$ cat src/rtl/spi_master_engine_pkg.sv
// ----------------------------------------------------------------------------
// spi_pkg
// Shared definitions for the SPI master engine and the clock-division stage
// upstream of it.
//   - spi_state_t : engine FSM states (IDLE, SETUP, TRANSFER, DONE)
//   - calc_half   : system clocks per SCLK half-period
//   - DEFAULT_*   : default frequencies and word width
// ----------------------------------------------------------------------------
package spi_pkg;

    localparam int DEFAULT_CLK_IN_FREQ = 100_000_000;
    localparam int DEFAULT_SCLK_FREQ   = 200_000;
    localparam int DEFAULT_DATA_WIDTH  = 8;

    typedef enum logic [1:0] {
        IDLE     = 2'd0,
        SETUP    = 2'd1,
        TRANSFER = 2'd2,
        DONE     = 2'd3
    } spi_state_t;

    // Number of clk_in cycles in one SCLK half-period.
    function automatic int calc_half(input int clk_in_freq, input int sclk_freq);
        return clk_in_freq / (2 * sclk_freq);
    endfunction

endpackage

$ cat src/rtl/spi_master_engine_if.sv
// ----------------------------------------------------------------------------
// spi_master_engine_if
// Transmit/receive handshake plus SPI pins of the master engine.
//   tx_data/tx_valid/tx_ready : word in. A word is accepted in any cycle where
//                               tx_valid && tx_ready; tx_valid while tx_ready
//                               is low is ignored and nothing is buffered.
//   rx_data/rx_valid          : word out, rx_valid is a one-cycle pulse with no
//                               back-pressure; rx_data holds until the next one.
//   sclk/mosi/cs_n/miso       : SPI mode 0 pins.
// Modports: master = engine side, slave = user/pin side.
// ----------------------------------------------------------------------------
interface spi_master_engine_if
    import spi_pkg::*;
#(
    parameter int DATA_WIDTH = DEFAULT_DATA_WIDTH
);
    logic [DATA_WIDTH-1:0] tx_data;
    logic                  tx_valid;
    logic                  tx_ready;
    logic [DATA_WIDTH-1:0] rx_data;
    logic                  rx_valid;
    logic                  sclk;
    logic                  mosi;
    logic                  miso;
    logic                  cs_n;

    modport master (
        input  tx_data, tx_valid, miso,
        output tx_ready, rx_data, rx_valid, sclk, mosi, cs_n
    );

    modport slave (
        output tx_data, tx_valid, miso,
        input  tx_ready, rx_data, rx_valid, sclk, mosi, cs_n
    );
endinterface

$ cat src/rtl/spi_master_engine_edge_tick.sv
// ----------------------------------------------------------------------------
// spi_edge_tick
// Half-period counter. While enabled, o_tick is high for one cycle every HALF
// cycles, first after HALF-1 cycles of enable. Cleared when disabled or reset.
//   clk_in   : system clock
//   rst      : synchronous active-high reset
//   i_enable : count enable
//   o_tick   : one-cycle half-period tick
// ----------------------------------------------------------------------------
module spi_edge_tick
    import spi_pkg::*;
#(
    parameter int HALF = 1
) (
    input  logic clk_in,
    input  logic rst,
    input  logic i_enable,
    output logic o_tick
);
    localparam int            CW   = (HALF > 1) ? $clog2(HALF) : 1;
    localparam logic [CW-1:0] LAST = CW'(HALF - 1);

    logic [CW-1:0] r_count;

    always_ff @(posedge clk_in) begin
        if (rst || !i_enable) begin
            r_count <= '0;
        end else if (r_count == LAST) begin
            r_count <= '0;
        end else begin
            r_count <= r_count + 1'b1;
        end
    end

    assign o_tick = i_enable && (r_count == LAST);
endmodule

$ cat src/rtl/spi_master_engine.sv
// ----------------------------------------------------------------------------
// spi_master_engine
// Byte-oriented SPI master, mode 0 (CPOL=0, CPHA=0), MSB first, single clock
// domain. SCLK is a registered output toggled by a half-period tick.
//   clk_in      : system clock
//   rst         : synchronous active-high reset
//   bus         : spi_master_engine_if.master (handshake + SPI pins)
//   o_dbg_state : current FSM state
// Build option: SPI_LOOPBACK_EN - RX shifter samples the registered mosi
// instead of the miso pin (board self-test).
// ----------------------------------------------------------------------------
module spi_master_engine
    import spi_pkg::*;
#(
    parameter int CLK_IN_FREQ = DEFAULT_CLK_IN_FREQ,
    parameter int SCLK_FREQ   = DEFAULT_SCLK_FREQ,
    parameter int DATA_WIDTH  = DEFAULT_DATA_WIDTH
) (
    input  logic                clk_in,
    input  logic                rst,
    spi_master_engine_if.master bus,
    output spi_state_t          o_dbg_state
);
    localparam int            HALF     = calc_half(CLK_IN_FREQ, SCLK_FREQ);
    localparam int            BW       = $clog2(DATA_WIDTH + 1);
    localparam logic [BW-1:0] LAST_BIT = BW'(DATA_WIDTH);

    if (HALF < 1) begin : g_half_check
        $fatal(1, "spi_master_engine: SCLK_FREQ too high for CLK_IN_FREQ");
    end

    spi_state_t            r_state,    w_state_nxt;
    logic [DATA_WIDTH-1:0] r_tx_sr,    w_tx_sr_nxt;
    logic [DATA_WIDTH-1:0] r_rx_sr,    w_rx_sr_nxt;
    logic [BW-1:0]         r_bit_cnt,  w_bit_cnt_nxt;
    logic                  r_sclk,     w_sclk_nxt;
    logic                  r_mosi,     w_mosi_nxt;
    logic                  r_cs_n,     w_cs_n_nxt;
    logic                  r_tx_ready, w_tx_ready_nxt;
    logic [DATA_WIDTH-1:0] r_rx_data,  w_rx_data_nxt;
    logic                  r_rx_valid, w_rx_valid_nxt;

    logic                  w_tick;
    logic                  w_accept;
    logic                  w_rx_bit;
    logic [DATA_WIDTH-1:0] w_tx_shift;
    logic [DATA_WIDTH-1:0] w_rx_shift;

    // Counter restarts from zero on accept, so the first tick lands exactly
    // HALF cycles after cs_n falls.
    spi_edge_tick #(.HALF(HALF)) u_edge_tick (
        .clk_in   (clk_in),
        .rst      (rst),
        .i_enable (r_state != IDLE),
        .o_tick   (w_tick)
    );

`ifdef SPI_LOOPBACK_EN
    assign w_rx_bit = r_mosi;
`else
    assign w_rx_bit = bus.miso;
`endif

    assign w_accept   = bus.tx_valid && r_tx_ready;
    assign w_tx_shift = r_tx_sr << 1;
    assign w_rx_shift = (r_rx_sr << 1) | DATA_WIDTH'(w_rx_bit);

    always_comb begin
        w_state_nxt    = r_state;
        w_tx_sr_nxt    = r_tx_sr;
        w_rx_sr_nxt    = r_rx_sr;
        w_bit_cnt_nxt  = r_bit_cnt;
        w_sclk_nxt     = r_sclk;
        w_mosi_nxt     = r_mosi;
        w_cs_n_nxt     = r_cs_n;
        w_tx_ready_nxt = r_tx_ready;
        w_rx_data_nxt  = r_rx_data;
        w_rx_valid_nxt = 1'b0;

        case (r_state)
            IDLE: begin
                if (w_accept) begin
                    w_state_nxt    = SETUP;
                    w_tx_sr_nxt    = bus.tx_data;
                    w_rx_sr_nxt    = '0;
                    w_bit_cnt_nxt  = '0;
                    w_cs_n_nxt     = 1'b0;
                    w_mosi_nxt     = bus.tx_data[DATA_WIDTH-1];
                    w_tx_ready_nxt = 1'b0;
                end
            end
            // The end of the CS setup time is also the first rising edge.
            SETUP: begin
                if (w_tick) begin
                    w_state_nxt = TRANSFER;
                    w_sclk_nxt  = 1'b1;
                    w_rx_sr_nxt = w_rx_shift;
                end
            end
            // A low half-period with all bits done is the one extra half-period
            // before the CS hold time starts.
            TRANSFER: begin
                if (w_tick) begin
                    if (r_sclk) begin
                        w_sclk_nxt    = 1'b0;
                        w_tx_sr_nxt   = w_tx_shift;
                        w_mosi_nxt    = w_tx_shift[DATA_WIDTH-1];
                        w_bit_cnt_nxt = r_bit_cnt + 1'b1;
                    end else if (r_bit_cnt == LAST_BIT) begin
                        w_state_nxt = DONE;
                    end else begin
                        w_sclk_nxt  = 1'b1;
                        w_rx_sr_nxt = w_rx_shift;
                    end
                end
            end
            DONE: begin
                if (w_tick) begin
                    w_state_nxt    = IDLE;
                    w_cs_n_nxt     = 1'b1;
                    w_mosi_nxt     = 1'b0;
                    w_tx_ready_nxt = 1'b1;
                    w_rx_data_nxt  = r_rx_sr;
                    w_rx_valid_nxt = 1'b1;
                end
            end
            default: begin
                w_state_nxt = IDLE;
            end
        endcase
    end

    always_ff @(posedge clk_in) begin
        if (rst) begin
            r_state    <= IDLE;
            r_tx_sr    <= '0;
            r_rx_sr    <= '0;
            r_bit_cnt  <= '0;
            r_sclk     <= 1'b0;
            r_mosi     <= 1'b0;
            r_cs_n     <= 1'b1;
            r_tx_ready <= 1'b1;
            r_rx_data  <= '0;
            r_rx_valid <= 1'b0;
        end else begin
            r_state    <= w_state_nxt;
            r_tx_sr    <= w_tx_sr_nxt;
            r_rx_sr    <= w_rx_sr_nxt;
            r_bit_cnt  <= w_bit_cnt_nxt;
            r_sclk     <= w_sclk_nxt;
            r_mosi     <= w_mosi_nxt;
            r_cs_n     <= w_cs_n_nxt;
            r_tx_ready <= w_tx_ready_nxt;
            r_rx_data  <= w_rx_data_nxt;
            r_rx_valid <= w_rx_valid_nxt;
        end
    end

    assign bus.tx_ready = r_tx_ready;
    assign bus.rx_data  = r_rx_data;
    assign bus.rx_valid = r_rx_valid;
    assign bus.sclk     = r_sclk;
    assign bus.mosi     = r_mosi;
    assign bus.cs_n     = r_cs_n;
    assign o_dbg_state  = r_state;
endmodule

$ cat src/flat_wrapper.sv
// flat-port wrapper written by rule: the top's interface ports become plain ports
module spi_master_engine_flat import spi_pkg::*;
#(
    parameter int CLK_IN_FREQ = DEFAULT_CLK_IN_FREQ,
    parameter int SCLK_FREQ   = DEFAULT_SCLK_FREQ,
    parameter int DATA_WIDTH  = DEFAULT_DATA_WIDTH
)
  (clk_in, rst, o_dbg_state, bus_tx_data, bus_tx_valid, bus_miso, bus_tx_ready, bus_rx_data, bus_rx_valid, bus_sclk, bus_mosi, bus_cs_n);
  spi_master_engine_if #(.DATA_WIDTH(DATA_WIDTH)) bus_i ();
  input  logic clk_in;
  input  logic rst;
  output spi_state_t o_dbg_state;
  input wire logic [$bits(bus_i.tx_data)-1:0] bus_tx_data;
  input wire logic [$bits(bus_i.tx_valid)-1:0] bus_tx_valid;
  input wire logic [$bits(bus_i.miso)-1:0] bus_miso;
  output wire logic [$bits(bus_i.tx_ready)-1:0] bus_tx_ready;
  output wire logic [$bits(bus_i.rx_data)-1:0] bus_rx_data;
  output wire logic [$bits(bus_i.rx_valid)-1:0] bus_rx_valid;
  output wire logic [$bits(bus_i.sclk)-1:0] bus_sclk;
  output wire logic [$bits(bus_i.mosi)-1:0] bus_mosi;
  output wire logic [$bits(bus_i.cs_n)-1:0] bus_cs_n;
  assign bus_i.tx_data = bus_tx_data;
  assign bus_i.tx_valid = bus_tx_valid;
  assign bus_i.miso = bus_miso;
  assign bus_tx_ready = bus_i.tx_ready;
  assign bus_rx_data = bus_i.rx_data;
  assign bus_rx_valid = bus_i.rx_valid;
  assign bus_sclk = bus_i.sclk;
  assign bus_mosi = bus_i.mosi;
  assign bus_cs_n = bus_i.cs_n;
  spi_master_engine #(.CLK_IN_FREQ(CLK_IN_FREQ), .SCLK_FREQ(SCLK_FREQ), .DATA_WIDTH(DATA_WIDTH)) u_core (.clk_in(clk_in), .rst(rst), .bus(bus_i), .o_dbg_state(o_dbg_state));
endmodule
$ cat config.mk
export PLATFORM = sky130hd
export DESIGN_NAME = spi_master_engine_flat
export DESIGN_NICKNAME = d
export VERILOG_FILES = /design/src/rtl/spi_master_engine_pkg.sv /design/src/rtl/spi_master_engine_if.sv /design/src/rtl/spi_master_engine_edge_tick.sv /design/src/rtl/spi_master_engine.sv /design/src/flat_wrapper.sv
export SDC_FILE = /design/constraint.sdc
export NUM_CORES = 1
export LEC_CHECK = 0
export BUFFER_PORTS_ARGS = -buffer_cell sky130_fd_sc_hd__buf_4
export CAP_MARGIN = 10
export CORE_AREA = 2 2 85 87
export CTS_BUF_LIST = sky130_fd_sc_hd__clkbuf_4 sky130_fd_sc_hd__clkbuf_8 sky130_fd_sc_hd__clkbuf_16
export CTS_CLUSTER_DIAMETER = 120
export DETAILED_ROUTE_END_ITERATION = 16
export DIE_AREA = 0 0 87 89
export PLACE_DENSITY_LB_ADDON = 0.12
export SYNTH_ARGS = -nofsm -noshare
export SYNTH_HDL_FRONTEND = slang
export SYNTH_SLANG_ARGS = --single-unit
$ cat constraint.sdc
create_clock -name clk_in -period 2.2 [get_ports clk_in]
set_input_delay 0.33 -clock clk_in [delete_from_list [all_inputs] [get_ports clk_in]]
set_output_delay 0.33 -clock clk_in [all_outputs]
set_load 0.1 [all_outputs]
Yosys cells after proc, flatten, opt, wreduce, memory -nomap -nowiden. Cells that the tools add are included.

Eq/ne operators: 13. Reduce and logical (&&, ||, !) cells: 20. Mux-type cells: 34. Add/subtract/negate cells: 2. Bitwise gates (word level): 2.

Operators with widths (count): $mux 8 (5); $pmux 8 s3 (1); $mux 7 (3); $pmux 7 s2 (1); $mux 2 (6); $mux 4 (3); $reduce_and 6->1 (2); $mux 1 (10); $ne 2x2->1 const B (5); $add 8x1->8 const B (1); $eq 8x8->1 const B (1); $or 8x1->8 (1); $pmux 2 s4 (1); $pmux 4 s2 (1); $reduce_bool 2->1 (4); $ne 2x1->1 const B (3); $reduce_and 3->1 (2); $reduce_bool 3->1 (2); $reduce_and 5->1 (1); $add 4x1->4 const B (1); $eq 2x2->1 const B (2); $eq 4x4->1 const B (1); $pmux 1 s2 (2); $reduce_and 4->1 (1); 9 further kinds (11).

Bits of input ports: 12. Register bits after elaboration: 41.

Logic depth before layout (Yosys ltp). Gate-level depths: netlist of the first run.

Word-level depth: 5. Gate-level depth with buffers: 9.

Hierarchy. Synthesis of the first run repeated with hierarchy kept, for this count alone.

Cells, all modules: 227. Area, all modules: 1998.2 um^2.

Modules (own cells, without submodules): spi_master_engine (seq. area each 660.6 um^2, area an instance 1589.0 um^2, cells each 178, instances 1); spi_edge_tick (seq. area each 160.2 um^2, area an instance 409.1 um^2, cells each 49, instances 1).

Worst setup path after synthesis of the first run. No wires, ideal clock.

Path kind: register to register. Start: reg u_core.r_state[0], in the netlist u_core.o_dbg_state[0]. End: reg u_core.r_tx_sr[4]. Path slack: -0.587 ns. Data arrival time: 2.645 ns. Stages on the path, launching flop included: 10. Cells stage by stage: dfxtp_1 > inv_1 > ha_1 > buf_6 > nand4bb_1 > or3_1 > buf_2 > buf_6 > a221oi_2 > a311oi_1.

Word-level cells in the longest chain between the ends: 4. Elaborated cells between the ends (all ways): 10. Those cells by class: 4 x eq/ne; 1 x mux; 5 x reduce/logical.

Ends and longest elaborated chain: start, declared (line spi_master_engine.sv:32) `spi_state_t r_state, w_state_nxt;`; start signal, assigned (line spi_master_engine.sv:146) `r_state <= w_state_nxt;`; $reduce_bool 2->1 (line spi_master_engine.sv:54) `.i_enable (r_state != IDLE),`; $logic_and 1x1->1 (line spi_master_engine_edge_tick.sv:35) `assign o_tick = i_enable && (r_count == LAST);`; $ne 2x2->1 (no source line); $reduce_and 4->1 (no source line); end signal, assigned (line spi_master_engine.sv:147) `r_tx_sr <= w_tx_sr_nxt;`; end, declared (line spi_master_engine.sv:33) `logic [DATA_WIDTH-1:0] r_tx_sr, w_tx_sr_nxt;`.

Several ways; a longest one is shown, not always the timed one. A chain may end at the register's enable or synchronous reset.

Final worst setup path of the first run.
Start: reg u_core.r_state[0], in the netlist u_core.o_dbg_state[0]. End: reg u_core.r_tx_sr[2].

Same word-level chain as after synthesis.

==> run_results.csv, run 1 <==
group,metric,value,unit
global_route,grt_overflow,0,
detailed_routing,drt_iter0_drc,66,
clocking,cts.sinks,41,
clocking,cts_buffers,5,
place,placed_area,2271,um^2
yosys,synth-seq-area-share,41.36,%
timing,rsz0062_at_grt,"false",
yosys,async_reset_ff_share,0,%
pwr,p_seq_share,35.0,%
timing,finalMaxSlewViolations,0,
detailed_routing,met2WireLength,2030,um
detailed_routing,wl_met1,2230,um
detailed_routing,wire_per_inst,13.46,um
setup_path,start_kind,"register",
place,globalplace.congestion,0.7302,
timing,hold_viol,0,
yosys,synth_cells,225,
floorplan,core_area,6719,um^2
floorplan,die_h,89,um
cells_and_area,area_growth,20.55,%
min_path,holdCritPathClass,"in2reg",
setup_path,worstPathRequired,2.37,ns
pwr,power_density,1092,nW/um^2
yosys,synth_area,1984,um^2
global_route,grt_max_degree,37,
timing,finalCritPeriodShare,91.40,%
global_route,grtUsageTotal,12.08,%
timing,worst_pin_slew,0.4054,ns
detailed_routing,vias,1684,
place,dp_hpwl,3021,um
yosys,syn_nets,245,
min_path,whs_path_depth,3,
global_route,grt_pass1_wl,7438,um
clocking,insertion_delay,0.30,ns
detailed_routing,wl_met3,141,um
detailed_routing,drc,0,
pwr,power_frac_comb,41.2,%
flow_run,drv_cap,0,
detailed_routing,top_layer,"met4",
timing,fmax,497.3,MHz
global_route,grt_antenna_before_repair,0,
cells_and_area,nNetsFinal,271,
setup_path,reg2reg_depth,7,
timing,setup_tns,0,ns
clocking,clk_pin_slew_worst_paths,0.08,ns
clocking,htreeDepth,2,
floorplan,die_area,7743,um^2
yosys,synth-edff-count,0,
cells_and_area,fin_util,35.61,%
cells_and_area,diodes,0,
pwr,cell_internal_pwr,1.541,mW
setup_path,rrSetupSlack,0.19,ns
pwr,finalPower,2.612,mW
floorplan,start_util,29.53,%
yosys,synth.distinct_cells,49,
status,status,"complete, no violations",
clocking,root_buffer,"clkbuf_8",
floorplan,ioPinCount,27,
pwr,clkPwrFrac,23.8,%
timing,skew,0.008159,ns
floorplan,fp.dieW,87,um
pwr,p_leak,0.8862,nW
detailed_routing,first_pass_iters,4,
place,numPortBuffers,26,
cells_and_area,fin_area,2392,um^2
timing,setup_violations,0,
detailed_routing,ant_nets,0,
setup_path,path_max_fanout,13,
yosys,synth_flop_cell,"dfxtp_1",
clocking,clock_path_buffers,2,
setup_path,cp-end-kind,"register",
pwr,p_sw,1.071,mW
pwr,p_sw_share,41.01,%
cells_and_area,final_layout_size_suffix_gt1_share,22.62,%
detailed_routing,vias_per_cell,5.072,
timing,period_needed,2.011,ns
floorplan,row_count,30,
setup_path,criticalPathCategory,"reg2reg",
clocking,cts_tree,"yes",
pwr,irDropWorstVdd,480.6,uV
yosys,ys_warn_count,0,
global_route,grt_pass1_vias,1592,
yosys,ys_ff_latch,41,
setup_path,arrival,2.18,ns
yosys,syn_avg_cell_area,8.820,um^2
detailed_routing,drt_wl_total,4468,um
timing,slew_headroom,72.60,%
cells in the mapped netlist (2+ instances only):
cell      number  area share, %
buf_1          2           0.38
nand4b_1       2           0.88
nor2b_1        8            2.5
or3_1          2           0.63
a221oi_1       4            1.8
buf_2          2           0.50
nand2b_1       3           0.95
mux2_2         2            1.1
nand4_1        9            2.8
o21ai_0       13            3.3
ha_1           8            5.0
nor3_1         3           0.76
xnor2_1        3            1.3
a311oi_1       6            2.6
inv_1         12            2.3
buf_6          2            1.1
nor2_1        14            2.6
clkbuf_1       8            1.5
nand3_1        5            1.3
xor2_1         3            1.3
a211oi_1       2           0.76
nand2_1       21            4.0
a221oi_2       2            1.5
o22ai_1        2           0.63
nor3b_1        2           0.76
dfxtp_1       41             41
a21oi_1       19            4.8
nand3b_1       4            1.5
logic make-up (layout without fill, tap and decap cells):
group / count (synthesis) / after routing / share of synthesized area [%]
AOI/OAI and AO/OA: 55 / 55 / 18.35
xor gates and xnor gates: 6 / 6 / 2.649
adders and majority gates: 8 / 8 / 5.044
buffers and inverters: 27 / 54 / 6.179
DFF: 41 / 41 / 41.36
muxes: 3 / 3 / 1.639
and+or+nand+nor: 85 / 85 / 24.78
critical path: stages, from the launching register on:
cell       delay (ns)
dfxtp_4          0.37
inv_2            0.05
ha_1             0.19
nand4bb_1        0.27
or3_1            0.43
buf_4            0.20
a221oi_1         0.30
a311oi_1         0.08
stage by stage:
stage | worst slack [ns] | hold WS (ns) | std cells
3_3_place_gp | 0.1760 | 0.4390 | 324
5_1_grt | 0.03006 | 0.3374 | 332
3_5_place_dp | 0.1608 | 0.4446 | 324
6_report | 0.1893 | 0.3180 | 332
4_1_cts | 0.1507 | 0.3109 | 332
2_1_floorplan | 0.01069 | 0.4329 | 225
sequential cells by signal (all words and copies together), names as in the netlist:
| name | count |
|---|---|
| u_core.o_dbg_state | 2 |
| u_core.r_bit_cnt | 4 |
| u_core.bus.cs_n | 1 |
| u_core.bus.mosi | 1 |
| u_core.u_edge_tick.r_count | 8 |
| u_core.r_tx_sr | 7 |
| u_core.bus.sclk | 1 |
| u_core.bus.rx_valid | 1 |
| u_core.r_rx_sr | 8 |
| u_core.bus.rx_data | 8 |
what timing repair did:
action,4_1_cts,5_1_grt
gates resized for setup,0,1
hold buffers,0,0
buffers inserted,0,0
setup endpoints to repair,0,8
layout by cell type, fill, tap and decap left out, drive strengths merged, types with 8 or more instances in the layout:
master / Yosys / routed
a21oi: 19 / 19
buf: 7 / 34
dfxtp: 41 / 41
ha: 8 / 8
inv: 12 / 12
nand2: 21 / 21
nand4: 10 / 10
nor2: 14 / 14
nor2b: 8 / 8
o21ai: 13 / 13
power by group through the flow:
stage / clock, mW / sequential [mW] / combinational, mW
4_1_cts: 0.643 / 0.915 / 1.07
3_5_place_dp: 0 / 0.932 / 1.07
2_1_floorplan: 0 / 1.13 / 0.604
6_report: 0.621 / 0.914 / 1.08
5_1_grt: 0.668 / 0.928 / 1.18
3_3_place_gp: 0 / 0.927 / 1.08
path summary, 6_finish.rpt:
path	startpoint	to
setup / recovery	u_core.o_dbg_state[0]	u_core.r_tx_sr[2]
hold / removal	bus_tx_data[0]	u_core.r_tx_sr[0]
setup reg to reg	u_core.o_dbg_state[0]	u_core.r_tx_sr[2]
hold reg to reg	u_core.bus.rx_data[5]	u_core.bus.rx_data[5]
area by class of cell:
type / count / area [um^2]
timing repair buffer: 34 / 255.2
clock buffer: 5 / 68.82
clock inverter: 3 / 46.29
tap: 80 / 100.1
multi-input combinational: 157 / 1047
fill: 727 / 4327
sequential: 41 / 829.5
inverter: 12 / 45.04
per-layer routing:
layer  GRT usage [%]  vias to the layer above
met5               0                        -
met4           4.261                        0
met3           3.139                        5
met1           15.63                      797
li1                -                      861
met2           19.50                       21
No activity file was read; power rests on OpenSTA's default activity.
==> run 2, diff against run 1 <==
REMOVE_ABC_BUFFERS = 1   (was not set)
==> run 2 against run 1 <==
  * Cell count increased by 0.30%
  * Critical path type unchanged
  * Power increased by 0.56%
  * Sequential cell count unchanged
  * Critical path depth unchanged
  * Global-route usage increased by 0.40 points
  * Utilization increased by 0.22 points
  * Fmax decreased by 1.9%
  * Combinational power about the same
  * Non-clock buffer count increased by 1
  * Design area increased by 0.63%
  * Clock power increased by 1%
  * Largest cell class unchanged
==> run_results.csv, run 2 (synthesized netlist as in run 1, its figures left out) <==
group,metric,value,unit
clocking,clk_pin_slew_worst_paths,0.09,ns
cells_and_area,nNetsFinal,272,
setup_path,arrival,2.22,ns
setup_path,reg2reg_depth,7,
pwr,power_frac_comb,42.1,%
cells_and_area,final_common_cell,"dfxtp_1",
cells_and_area,fill_cells,716,
place,placedCellCount,325,
place,dp_hpwl,3047,um
detailed_routing,drc,0,
cells_and_area,finalNonFillerCells,333,
status,status,"complete, no violations",
timing,setup_violations,0,
floorplan,die_h,89,um
global_route,grt_max_degree,37,
timing,worst_pin_slew,0.4429,ns
place,place_ws,0.02559,ns
timing,rsz0062_at_grt,"false",
pwr,cell_internal_pwr,1.539,mW
cells_and_area,mostFrequentLayoutCells,"dfxtp_1, buf_4, nand2_1",
min_path,hp-start,"bus_tx_data[0]",
floorplan,row_count,30,
pwr,clkPwrFrac,23.9,%
timing,finalMaxSlewViolations,0,
flow_run,drv_cap,0,
global_route,grt_overflow,0,
timing,hold_viol,0,
setup_path,reg2reg_from,"u_core.o_dbg_state[1]",
detailed_routing,wire_per_inst,13.62,um
min_path,whs_path_depth,3,
clocking,insertion_delay,0.30,ns
clocking,cts_tree,"yes",
detailed_routing,vias,1666,
global_route,grt_pass1_vias,1561,
setup_path,startpoint,"u_core.o_dbg_state[1]",
global_route,grt_antenna_before_repair,0,
floorplan,die_area,7743,um^2
timing,skew,0.007829,ns
timing,slew_headroom,70.07,%
cells_and_area,fin_area,2407,um^2
detailed_routing,drt_iter0_drc,84,
clocking,clock_path_buffers,2,
clocking,cts_buffers,5,
detailed_routing,first_pass_iters,4,
global_route,grtUsageTotal,12.47,%
pwr,irDropWorstVdd,597.8,uV
floorplan,start_util,29.53,%
place,globalplace.congestion,0.7327,
floorplan,fp.dieW,87,um
timing,finalCritPeriodShare,93.18,%
clocking,root_buffer,"clkbuf_8",
global_route,grtUsageMet3,3.139,%
pwr,p_sw,1.087,mW
pwr,power_density,1091,nW/um^2
pwr,p_leak,0.8904,nW
detailed_routing,ant_nets,0,
timing,holdWs,0.3119,ns
detailed_routing,vias_per_cell,5.003,
clocking,cts_setup_buffers,0,
clocking,cts.sinks,41,
global_route,grt_pass1_wl,7527,um
timing,setup_ws,0.1500,ns
detailed_routing,drt_wl_total,4536,um
setup_path,worstPathRequired,2.37,ns
setup_path,path_max_fanout,14,
global_route,met1_usage,16.62,%
setup_path,criticalPathCategory,"reg2reg",
cells_and_area,area_growth,21.31,%
pwr,p_sw_share,41.40,%
setup_path,start_kind,"register",
pwr,p_seq_share,34.0,%
timing,fmax,487.8,MHz
cells_and_area,final_layout_size_suffix_gt1_share,21.34,%
clocking,htreeDepth,2,
min_path,holdCritPathClass,"in2reg",
global_route,gr-max-usage-layer,"met2",
floorplan,ioPinCount,27,
floorplan,core_area,6719,um^2
timing,period_needed,2.050,ns
place,numPortBuffers,26,
setup_path,cp-end-kind,"register",
pwr,finalPower,2.627,mW
global_route,use_met2,19.08,%
cells_and_area,diodes,0,
place,placed_area,2270,um^2
## run 2: cell count changes in the layout (fill, tap and decap cells not counted), sizes merged
cell,change
buf,+1
## run 2: worst paths after layout
check / to / slack (ns)
setup / recovery: u_core.r_tx_sr[1] / 0.15
hold / removal: u_core.r_tx_sr[0] / 0.31
setup reg to reg: u_core.r_tx_sr[1] / 0.15
hold reg to reg: u_core.bus.rx_data[3] / 0.45
## run 2: power groups by stage
stage          sequential, mW  combinational [mW]  clock (mW)
3_3_place_gp            0.912                1.08           0
3_5_place_dp            0.913                1.08           0
2_1_floorplan            1.15               0.514           0
4_1_cts                 0.895                1.08       0.654
6_report                0.894                1.11       0.627
5_1_grt                 0.910                1.20       0.674
## run 2: cell type report
cell class | count | area (um^2) | area share [%]
tap | 80 | 100.1 | 4.158
timing repair buffer | 35 | 262.8 | 10.91
clock buffer | 5 | 68.82 | 2.859
inverter | 12 | 45.04 | 1.871
sequential | 41 | 820.8 | 34.10
multi-input combinational | 157 | 1064 | 44.18
clock inverter | 3 | 46.29 | 1.923
## run 2: metal layers
layer / part of all wire (%) / vias up
met4: 1.7 / 0
met5: 0 / -
met3: 3.6 / 6
met1: 51 / 776
met2: 43 / 26
li1: - / 858
## run 2: what timing repair did
action | CTS | global route
gates resized for setup | 0 | 3
hold endpoints to repair | 0 | 0
endpoints found under the setup margin | 0 | 14
hold buffers | 0 | 0
## run 2: through the flow
stage | util [%] | setup TNS (ns)
6_report | 35.83 | 0
5_1_grt | 35.83 | 0
4_1_cts | 35.49 | 0
3_5_place_dp | 33.78 | 0
3_3_place_gp | 33.78 | 0
2_1_floorplan | - | -16.87
## run 2: critical path, stage by stage, from the launching register on
cell and delay [ns]:
dfxtp_1 0.40, inv_1 0.08, ha_1 0.25, nand4bb_4 0.26
or3_1 0.37, buf_4 0.20, a221oi_1 0.29, a311oi_1 0.08
